--- src/rtl/board_frame_tx.sv ---
// Connect-4 board reporter: snapshots the board on start and sends a 7-byte
// 8N1 frame (header, four row bytes, status, XOR checksum) on tx.
module board_frame_tx #(
  parameter int          CLKS_PER_BIT = 16,
  parameter logic [7:0]  HEADER       = 8'hC4
) (
  input  logic        clk,
  input  logic        reset,
  input  logic        start,
  input  logic [15:0] gameboard,
  input  logic [15:0] player_cells,
  input  logic [1:0]  game_status,
  output logic        tx,
  output logic        busy,
  output logic        done
);
  localparam int BW = (CLKS_PER_BIT > 2) ? $clog2(CLKS_PER_BIT) : 1;

  typedef enum logic [1:0] {IDLE, START_BIT, DATA_BITS, STOP_BIT} state_t;

  state_t          r_state, w_state_n;
  logic [BW-1:0]   r_baud, w_baud_n;
  logic [2:0]      r_bit, w_bit_n;
  logic [2:0]      r_idx, w_idx_n;
  logic            r_tx, w_tx_n;
  logic            r_busy, w_busy_n;
  logic            r_done, w_done_n;
  logic [3:0][7:0] r_rows;
  logic [1:0]      r_status;

  logic [3:0][7:0] w_rows_in;
  logic [7:0]      w_cksum, w_cur;
  logic [2:0]      w_nbit;
  logic            w_last_baud, w_load;

  // Two-bit cell codes packed four per row byte, cell 4r in bits [1:0].
  always_comb begin
    w_rows_in = '0;
    for (int i = 0; i < 16; i++)
      w_rows_in[i/4][2*(i%4) +: 2] = gameboard[i] ? (player_cells[i] ? 2'b10 : 2'b01) : 2'b00;
  end

  assign w_cksum     = r_rows[0] ^ r_rows[1] ^ r_rows[2] ^ r_rows[3] ^ {6'b0, r_status};
  assign w_last_baud = (r_baud == BW'(CLKS_PER_BIT - 1));
  assign w_nbit      = r_bit + 3'd1;
  assign w_load      = (r_state == IDLE) && start;

  always_comb begin
    case (r_idx)
      3'd0:    w_cur = HEADER;
      3'd1:    w_cur = r_rows[0];
      3'd2:    w_cur = r_rows[1];
      3'd3:    w_cur = r_rows[2];
      3'd4:    w_cur = r_rows[3];
      3'd5:    w_cur = {6'b0, r_status};
      default: w_cur = w_cksum;
    endcase
  end

  // Outputs are computed one cycle ahead so tx/busy/done come straight from flops.
  always_comb begin
    w_state_n = r_state;
    w_baud_n  = r_baud;
    w_bit_n   = r_bit;
    w_idx_n   = r_idx;
    w_tx_n    = r_tx;
    w_busy_n  = r_busy;
    w_done_n  = 1'b0;
    case (r_state)
      IDLE: begin
        w_tx_n   = 1'b1;
        w_busy_n = 1'b0;
        if (start) begin
          w_state_n = START_BIT;
          w_baud_n  = '0;
          w_bit_n   = '0;
          w_idx_n   = '0;
          w_tx_n    = 1'b0;
          w_busy_n  = 1'b1;
        end
      end
      START_BIT: begin
        w_baud_n = r_baud + 1'b1;
        if (w_last_baud) begin
          w_baud_n  = '0;
          w_state_n = DATA_BITS;
          w_tx_n    = w_cur[0];
        end
      end
      DATA_BITS: begin
        w_baud_n = r_baud + 1'b1;
        if (w_last_baud) begin
          w_baud_n = '0;
          if (r_bit == 3'd7) begin
            w_bit_n   = '0;
            w_state_n = STOP_BIT;
            w_tx_n    = 1'b1;
          end else begin
            w_bit_n = w_nbit;
            w_tx_n  = w_cur[w_nbit];
          end
        end
      end
      STOP_BIT: begin
        w_baud_n = r_baud + 1'b1;
        if (w_last_baud) begin
          w_baud_n = '0;
          if (r_idx < 3'd6) begin
            w_idx_n   = r_idx + 3'd1;
            w_state_n = START_BIT;
            w_tx_n    = 1'b0;
          end else begin
            w_idx_n   = '0;
            w_state_n = IDLE;
            w_done_n  = 1'b1;
            w_busy_n  = 1'b0;
          end
        end
      end
      default: w_state_n = IDLE;
    endcase
  end

  always_ff @(posedge clk) begin
    if (reset) begin
      r_state <= IDLE;
      r_baud  <= '0;
      r_bit   <= '0;
      r_idx   <= '0;
      r_tx    <= 1'b1;
      r_busy  <= 1'b0;
      r_done  <= 1'b0;
    end else begin
      r_state <= w_state_n;
      r_baud  <= w_baud_n;
      r_bit   <= w_bit_n;
      r_idx   <= w_idx_n;
      r_tx    <= w_tx_n;
      r_busy  <= w_busy_n;
      r_done  <= w_done_n;
    end
  end

  always_ff @(posedge clk) begin
    if (reset) begin
      r_rows   <= '0;
      r_status <= '0;
    end else if (w_load) begin
      r_rows   <= w_rows_in;
      r_status <= game_status;
    end
  end

  assign tx   = r_tx;
  assign busy = r_busy;
  assign done = r_done;
endmodule
--- config.mk ---
export PLATFORM = sky130hd
export DESIGN_NAME = board_frame_tx
export DESIGN_NICKNAME = d
export VERILOG_FILES = /design/src/rtl/board_frame_tx.sv
export SDC_FILE = /design/constraint.sdc
export NUM_CORES = 1
export LEC_CHECK = 0
export ABC_CLOCK_PERIOD_IN_PS = 3250
export BUFFER_PORTS_ARGS = -buffer_cell sky130_fd_sc_hd__buf_2
export CORE_UTILIZATION = 50
export CTS_BUF_LIST = sky130_fd_sc_hd__clkbuf_8
export DETAILED_ROUTE_END_ITERATION = 10
export GPL_TIMING_DRIVEN = 1
export MAX_ROUTING_LAYER = met4
export PLACE_DENSITY = 0.75
export REMOVE_ABC_BUFFERS = 1
export SLEW_MARGIN = 30
export SYNTH_ARGS = -nofsm -noshare
export SYNTH_HDL_FRONTEND = slang
export SYNTH_SLANG_ARGS = --single-unit
--- constraint.sdc ---
create_clock -name clk -period 3.25 [get_ports clk]
set_input_delay 0.325 -clock clk [delete_from_list [all_inputs] [get_ports clk]]
set_output_delay 0.325 -clock clk [all_outputs]
set_load 0.02 [all_outputs]
After elaboration in Yosys (flattened, before gate mapping)

Index checks and enable logic that the tools add are counted.
Widths: inputs -> output; s select.

Register bits: 49
Bits of input ports: 37
Output and inout bits: 3
Logic and storage cells: 116

$add $sub $neg: 3
Magnitude comparators: 2
Equality and inequality tests: 17
Muxes and demuxes: 64
Bitwise logic cells: 6
Reductions and logical operators: 12

Operators by type and width:

| kind                | number |
|---|---|
| $mux 2              | 37 |
| $pmux 8 s6          | 1 |
| $xor 8x8->8         | 3 |
| $mux 3              | 5 |
| $ne 2x2->1 const B  | 7 |
| $mux 1              | 12 |
| $pmux 3 s2          | 2 |
| $eq 3x3->1 const B  | 3 |
| $reduce_and 3->1    | 3 |
| $mux 4              | 2 |
| $pmux 2 s4          | 1 |
| $pmux 4 s2          | 1 |
| $xor 8x2->8         | 1 |
| $add 3x1->3 const B | 2 |
| $eq 3x2->1 const B  | 2 |
| $reduce_or 3->1     | 2 |
| $reduce_and 5->1    | 1 |
| $add 4x1->4 const B | 1 |
| $eq 2x2->1 const B  | 2 |
| $eq 4x4->1 const B  | 1 |
| $lt 3x4->1 const B  | 1 |
| $pmux 1 s4          | 1 |
| $reduce_and 4->1    | 1 |
| $reduce_bool 2->1   | 2 |
| other kinds (9)     | 10 |

Logic depth before layout (Yosys ltp)

Gate-level depths: netlist of run 1.

Depth after elaboration: 10
Mapped depth: 10
Depth with buffers taken out: 8

Worst setup path before layout of run 1

No wires, ideal clock.

Path type: register to register
Start: register r_idx[2]
End: register r_tx, in the netlist tx
Setup time: 0.074 ns
Arrival: 2.011 ns
Required time: 3.176 ns
Setup slack: 1.165 ns
Cell stages (with the launch flop): 10
Buffers on the path: 2
Period minus slack after synthesis: 2.085 ns
Cell sequence: dfxtp_1 > clkbuf_1 > inv_1 > ha_1 > buf_2 > o31ai_1 > a221oi_1 > a211oi_1 > o211ai_1 > a31oi_1

Word-level cells in the longest chain between the ends: 7

RTL lines:

| item                                     | line | RTL |
|---|---|---|
| start: declaration                       | 24   | `logic [2:0] r_idx, w_idx_n;` |
| start signal: assignment                 | 137  | `r_idx <= w_idx_n;` |
| $eq 3x3->1, or another cell as far along | 49   | `case (r_idx)` |
| $pmux 8 s6                               | 49   |  |
| $bmux 1 s3                               | 100  | `w_tx_n = w_cur[w_nbit];` |
| $mux 1 (not written as such)             | 100  |  |
| $mux 1                                   | 94   | `if (r_bit == 3'd7) begin` |
| $mux 1                                   | 92   | `if (w_last_baud) begin` |
| $pmux 1 s4                               | 69   | `case (r_state)` |
| end signal: assignment                   | 138  | `r_tx <= w_tx_n;` |
| end: declaration                         | 25   | `logic r_tx, w_tx_n;` |

Parallel ways exist; a longest one is shown, timed or not. The select of a mux whose other input is x is not followed.
A chain may end at the register's enable or synchronous reset.

Worst setup path after layout of run 1

Start: register r_idx[0]
End: register r_tx, in the netlist tx

Same word-level chain as after synthesis.

==> metrics.md, run 1 <==
| Metric | Value |
|---|---|
| Worst-skew pair later-pin latency | 0.30 ns |
| Worst R2R Path Depth | 7 |
| Global-route wire length before repair | 10300 um |
| Met2 wire len | 2810 um |
| Final Util | 58.8% |
| Placer Congestion | 0.835 |
| Crit. End Element | flip-flop |
| Crit path max fanout | 11 |
| Largest net degree at the start of global routing | 31 |
| Fraction of layout cells with a size suffix above 1 | 15.6% |
| Seq cells post-synth | 49 |
| Max Used Layer | met4 |
| # hold bufs at CTS | 0 |
| GRT Util Overall | 22.1% |
| Max_cap viols | 0 |
| Final ANT Viol Nets | 0 |
| DP Cell Count | 428 |
| Status | finished clean |
| Final std cells w/o fill | 436 |
| Die height | 76.5 um |
| Cts bufs inserted | 5 |
| Cell taking the most area after synthesis | dfxtp_1 |
| Die Width | 76.5 um |
| # resized after CTS | 0 |
| Sequential cell area | 981 um2 |
| Vias in the first global route | 2271 |
| Clk buf depth | 2 |
| # clock sinks | 49 |
| Endpoints failing setup | 0 |
| Final Cell Area | 3080 um2 |
| Reg2reg start | r_idx[0]$_SDFFE_PP0P_ |
| Avg Inst Size Synth | 8.20 um2 |
| Final wirelength | 6050 um |
| DRC violations left | 0 |
| Starting Density | 52.9% |
| FMAX | 461 MHz |
| Final global-route overflow total | 0 |
| Footprint of the multi-input gates | 1680 um2 |
| Most frequent cells in the layout | a21oi_1, dfxtp_1, nand2_1 |
| Placeable Area | 5240 um2 |
| Max-slew headroom | 46.2% |
| Worst R2R End | tx$_SDFFE_PP1P_ |
| Hold Vio Cnt, Final | 0 |
| Crit Path Class | reg -> reg |
| Buffers on Ports | 39 |
| Synth-to-Final Area Change | 11.1% |
| Post-Syn Area | 2770 um2 |
| Met3 Wirelength | 290 um |
| CTS tree | done |
| H-tree depth | 2 |
| Fin crit share | 66.7% |
| Setup TNS | 0 ns |
| Worst hold-check path type | in -> reg |
| Crit path time final | 2.17 ns |
| RSZ-0062 raised after global routing | false |
| Cells after Synth | 338 |
| Critical Path AT | 2.40 ns |
| Post-synth cell types | 49 |
| Worst path required time | 3.48 ns |
| Drt wl/cell | 13.9 um |
| Final Skew | 0.00598 ns |
| P per Cell Area | 598 nW/um2 |
| Hold Crit Start | game_status[0] |
| Synth area leaders | dfxtp_1, a21oi_1, ha_1 |
| Commonest non-fill, non-tap cell in the layout | a21oi_1 |
| Worst hold stages | 3 |
| Register area share after synthesis | 35.4% |
| Total iterations of the first detailed-routing run | 5 |
| Layout filler cell count | 499 |
| Top FF cell, synth | dfxtp_1 |
| Setup Buffers After CTS | 0 |
| Maximum vdd drop | 0.282 mV |
| Nets | 415 |
| Antenna violations before repair | 0 |
| HPWL after DPL | 4460 um |
| Yosys warns | 0 |
| Violation count after the first detailed-route iteration | 167 |
| Worst-path clk slew | 0.09 ns |
| Wl on met1 | 2890 um |
| Leakage power | 1.16 nW |
| Detailed-route via count | 2432 |
| Site row count | 26 |
| Ys async rst share | 0% |
| Post-synth EDFFs | 0 |
| # diodes | 0 |
| I/O Pins | 40 |
| Yosys top cell area share | 35.4% |
| Root Buffer | clkbuf_8 |
| Die ar. | 5850 um2 |
| Tot Pwr | 1.84 mW |
| Least-Margin Pin Slew | 0.806 ns |
| R2r setup slk | 1.08 ns |
| Dpl cell area | 3000 um2 |
| Max-slew violations | 0 |
| Vias per cell | 5.58 |
| Hold Path End | r_status[0]$_SDFFE_PP0P_ |
| Startpoint types | flip-flop |
[worst max-delay path: stages (launching register included)]
cell       delay, ns
dfxtp_1         0.36
ha_1            0.22
ha_1            0.32
nor4_2          0.56
a21oi_1         0.15
o221ai_1        0.21
o2111ai_1       0.15
a31oi_1         0.14
[area by class of cell]
cell class              instances  area share [%]
inverters                       6           0.731
clock inverters                 3           0.488
repair buffers                 43            7.31
flip-flops and latches         49            31.9
clock buffers                   5            2.23
well taps                      70            2.84
multi-input cells             260            54.5
[metrics by stage]
stage | hold slack (ns) | setup slack [ns]
2_1_floorplan | 0.394 | 1.05
3_3_place_gp | 0.470 | 1.22
3_5_place_dp | 0.474 | 1.12
4_1_cts | 0.253 | 1.05
5_1_grt | 0.248 | 0.867
6_report | 0.248 | 1.08
[sequential cells by signal, summed over array words and instances (netlist names)]
name and count:
done 1, r_rows 32, busy 1, r_idx 3, r_state 2, r_bit 3, tx 1, r_status 2
r_baud 4
[power by group]
| group | total, mW | switching [mW] | internal (mW) |
|---|---|---|---|
| Sequential | 0.762 | 0.0838 | 0.678 |
| Clock | 0.347 | 0.201 | 0.146 |
| Combinational | 0.733 | 0.426 | 0.306 |
[cell usage after synthesis, drive strengths merged (2+ instances only)]
cell type / number
xor2: 7
clkbuf: 18
nand4: 2
mux2i: 7
nor3: 5
and2: 2
buf: 5
nand3b: 16
a21oi: 50
ha: 13
nor2: 16
o2111ai: 2
nor3b: 2
mux2: 2
nand3: 22
inv: 6
o21ai: 12
a22oi: 7
nor4: 2
a32oi: 2
o211ai: 2
a221oi: 4
xnor2: 19
a211oi: 3
nor2b: 4
nand2: 43
dfxtp: 49
[logic make-up (layout without fill, tap and decap cells)]
kind of cell	after synthesis	after routing	share of synthesized area, %
mux	9	9	3.34
xor+xnor	26	26	8.48
fa+ha+maj	13	13	5.87
compound gates	91	91	20.3
simple gates	121	121	22.6
flops	49	49	35.4
buf+inv	29	57	4.06
[metal layers]
layer | track usage [%] | vias to the layer above
li1 | - | 1256
met2 | 35.7 | 55
met1 | 28.2 | 1114
met4 | 5.38 | 0
met5 | - | -
met3 | 4.43 | 7
[how the worst max path moves through the flow]
stage	startpoint	cells past startpoint	endpoint	slack (ns)
2_1_floorplan	r_idx[2]$_SDFFE_PP0P_	6	tx$_SDFFE_PP1P_	1.05
3_3_place_gp	r_idx[0]$_SDFFE_PP0P_	7	tx$_SDFFE_PP1P_	1.22
3_5_place_dp	r_idx[0]$_SDFFE_PP0P_	7	tx$_SDFFE_PP1P_	1.12
4_1_cts	r_idx[0]$_SDFFE_PP0P_	7	tx$_SDFFE_PP1P_	1.05
5_1_grt	r_idx[0]$_SDFFE_PP0P_	7	tx$_SDFFE_PP1P_	0.87
6_report	r_idx[0]$_SDFFE_PP0P_	7	tx$_SDFFE_PP1P_	1.08
No activity file was read; power rests on OpenSTA's default activity.
==> run 2: changes to the inputs <==
--- a/config.mk
+++ b/config.mk
@@ -5,7 +5,7 @@
 export SDC_FILE = /design/constraint.sdc
 export NUM_CORES = 1
 export LEC_CHECK = 0
-export ABC_CLOCK_PERIOD_IN_PS = 3250
+export ABC_CLOCK_PERIOD_IN_PS = 2000
 export BUFFER_PORTS_ARGS = -buffer_cell sky130_fd_sc_hd__buf_2
 export CORE_UTILIZATION = 50
 export CTS_BUF_LIST = sky130_fd_sc_hd__clkbuf_8
==> constraint.sdc (replaced) <==
create_clock -name clk -period 2 [get_ports clk]
set_input_delay 0.2 -clock clk [delete_from_list [all_inputs] [get_ports clk]]
set_output_delay 0.2 -clock clk [all_outputs]
set_load 0.02 [all_outputs]
==> run 2 against run 1 <==
Against the previous run:
- total power up 75%
- largest power group is now combinational logic
- combinational power up 73%
- flip-flop and latch count unchanged
- die area unchanged
- wire length up 1.7%
- global-route usage up 0.51 points
- clock-buffer cell count up 1
- first-iteration DRC count down 32%
- clock skew down 0.0047 ns
- final area up 6.9%
==> metrics.md, run 2 (synthesis gave the netlist of run 1 again) <==
| Metric | Value |
|---|---|
| Status | finished clean |
| Reg2reg start | r_idx[0]$_SDFFE_PP0P_ |
| Max reg flops | 32 |
| Nets | 429 |
| Hold Vio Cnt, Final | 0 |
| Share of power burned in registers | 38.0% |
| HPWL after DPL | 4390 um |
| CTS tree | done |
| Drt wl/cell | 13.7 um |
| Detailed-route via count | 2500 |
| Dpl cell area | 3090 um2 |
| Buffers on Ports | 39 |
| Synth-to-Final Area Change | 18.8% |
| R2r setup slk | 0.1 ns |
| Die Width | 76.5 um |
| Startpoint types | flip-flop |
| Fraction of layout cells with a size suffix above 1 | 22.1% |
| Maximum vdd drop | 0.481 mV |
| Combinational share of power | 39.5% |
| Endpoints failing setup | 0 |
| Largest net degree at the start of global routing | 31 |
| Biggest regs | r_rows: 32 flops, r_baud: 4 flops |
| Vias per cell | 5.56 |
| GRT Util Overall | 22.6% |
| Pint | 2.06 mW |
| Placer Congestion | 0.873 |
| Final global-route overflow total | 0 |
| Register name with the most flops | r_rows |
| Max-slew violations | 0 |
| Final ANT Viol Nets | 0 |
| Crit path time final | 1.90 ns |
| P per Cell Area | 979 nW/um2 |
| Hold Path End | r_status[0]$_SDFFE_PP0P_ |
| Root Buffer | clkbuf_8 |
| Final wirelength | 6160 um |
| Violation count after the first detailed-route iteration | 114 |
| Cts bufs inserted | 5 |
| Most frequent cells in the layout | a21oi_1, dfxtp_1, nand2_1 |
| Worst path required time | 2.24 ns |
| Crit. End Element | flip-flop |
| Hold Crit Start | game_status[0] |
| Final Skew | 0.00125 ns |
| Least-Margin Pin Slew | 0.471 ns |
| Die height | 76.5 um |
| Worst-skew pair later-pin latency | 0.30 ns |
| Leakage power | 1.26 nW |
| # diodes | 0 |
| FMAX | 525 MHz |
| Worst R2R End | tx$_SDFFE_PP1P_ |
| Vias in the first global route | 2339 |
| Crit Path Class | reg -> reg |
| Worst R2R Path Depth | 8 |
| Total iterations of the first detailed-routing run | 6 |
| Fin crit share | 95.2% |
| Crit path max fanout | 7 |
| Starting Density | 52.9% |
| # clock sinks | 49 |
| Worst hold-check path type | in -> reg |
| Critical Path AT | 2.14 ns |
| Antenna violations before repair | 0 |
| H-tree depth | 2 |
| Die ar. | 5850 um2 |
| Final Util | 62.9% |
| Clk pwr share | 22.5% |
| Global-route wire length before repair | 10500 um |
| Layout filler cell count | 463 |
| Site row count | 26 |
| Commonest non-fill, non-tap cell in the layout | a21oi_1 |
| Final Cell Area | 3290 um2 |
| Switch share | 36.2% |
| Worst-path clk slew | 0.08 ns |
| DRC violations left | 0 |
| Max_cap viols | 0 |
| Max-slew headroom | 68.6% |
| Placeable Area | 5240 um2 |
| NetSw | 1.17 mW |
| Worst hold stages | 3 |
| I/O Pins | 40 |
| Clk buf depth | 2 |
==> run 2: changes by cell type in the layout (fill, tap and decap cells not counted), sizes merged <==
cell | before | now
clkbuf | 5 | 6
inv | 8 | 7
clkinvlp | 1 | 0
buf | 43 | 57
bufinv | 0 | 1
==> run 2: area by class of cell <==
type / count / area, um2 / area share [%]
sequential: 49 / 990 / 30.1
inverter: 6 / 22.5 / 0.684
multi-input combinational: 260 / 1730 / 52.7
clock inverter: 2 / 33.8 / 1.03
clock buffer: 6 / 82.6 / 2.51
tap: 70 / 87.6 / 2.66
timing repair buffer: 57 / 343 / 10.4
==> run 2: metal layers <==
| metal | track usage, % | part of all wire [%] |
|---|---|---|
| met4 | 6.92 | 0.86 |
| met2 | 37.7 | 47 |
| met3 | 3.35 | 3.0 |
| met1 | 28.0 | 49 |
| met5 | - | 0 |
==> run 2: worst max path at each step <==
stage | start | to | slack [ns]
after detailed placement | r_idx[0]$_SDFFE_PP0P_ | tx$_SDFFE_PP1P_ | -0.004
after global routing | r_idx[0]$_SDFFE_PP0P_ | tx$_SDFFE_PP1P_ | -0.06
after CTS | r_idx[0]$_SDFFE_PP0P_ | tx$_SDFFE_PP1P_ | 0.02
after global placement | r_idx[0]$_SDFFE_PP0P_ | tx$_SDFFE_PP1P_ | 0.03
final | r_idx[0]$_SDFFE_PP0P_ | tx$_SDFFE_PP1P_ | 0.1
after floorplan | r_idx[2]$_SDFFE_PP0P_ | tx$_SDFFE_PP1P_ | -0.20
==> run 2: power by group through the flow <==
stage	Clock, mW	Combinational [mW]	Sequential (mW)
finish	0.724	1.27	1.23
global route	0.783	1.42	1.24
CTS	0.739	1.27	1.23
detailed placement	0	1.25	1.25
global placement	0	1.23	1.24
floorplan	0	0.879	1.24
==> run 2: metrics by stage <==
stage	std cells	power (mW)	setup TNS [ns]	hold slack [ns]	worst slack, ns
2_1_floorplan	315	2.12	-0.199	0.269	-0.199
3_3_place_gp	441	2.47	0	0.445	0.0311
3_5_place_dp	441	2.50	-0.00443	0.453	-0.00443
4_1_cts	449	3.23	0	0.128	0.0239
5_1_grt	450	3.45	-0.0611	0.132	-0.0611
6_report	450	3.22	0	0.129	0.0970
==> run 2: timing repair <==
item                                   4_1_cts  5_1_grt
endpoints found under the hold margin        0        0
setup endpoints to repair                    1        2
hold buffers                                 0        0
buffers inserted                             0        1
pin swaps                                    0        5
gates resized for setup                      1       18
==> run 2: worst max-delay path, cell delays in order, from the launching register on <==
cell and delay, ns:
dfxtp_4 0.37, ha_2 0.20, ha_4 0.19, o31ai_1 0.35, buf_4 0.19, a211oi_2 0.06, o221ai_1 0.18, o2111ai_1 0.13
a31oi_1 0.16
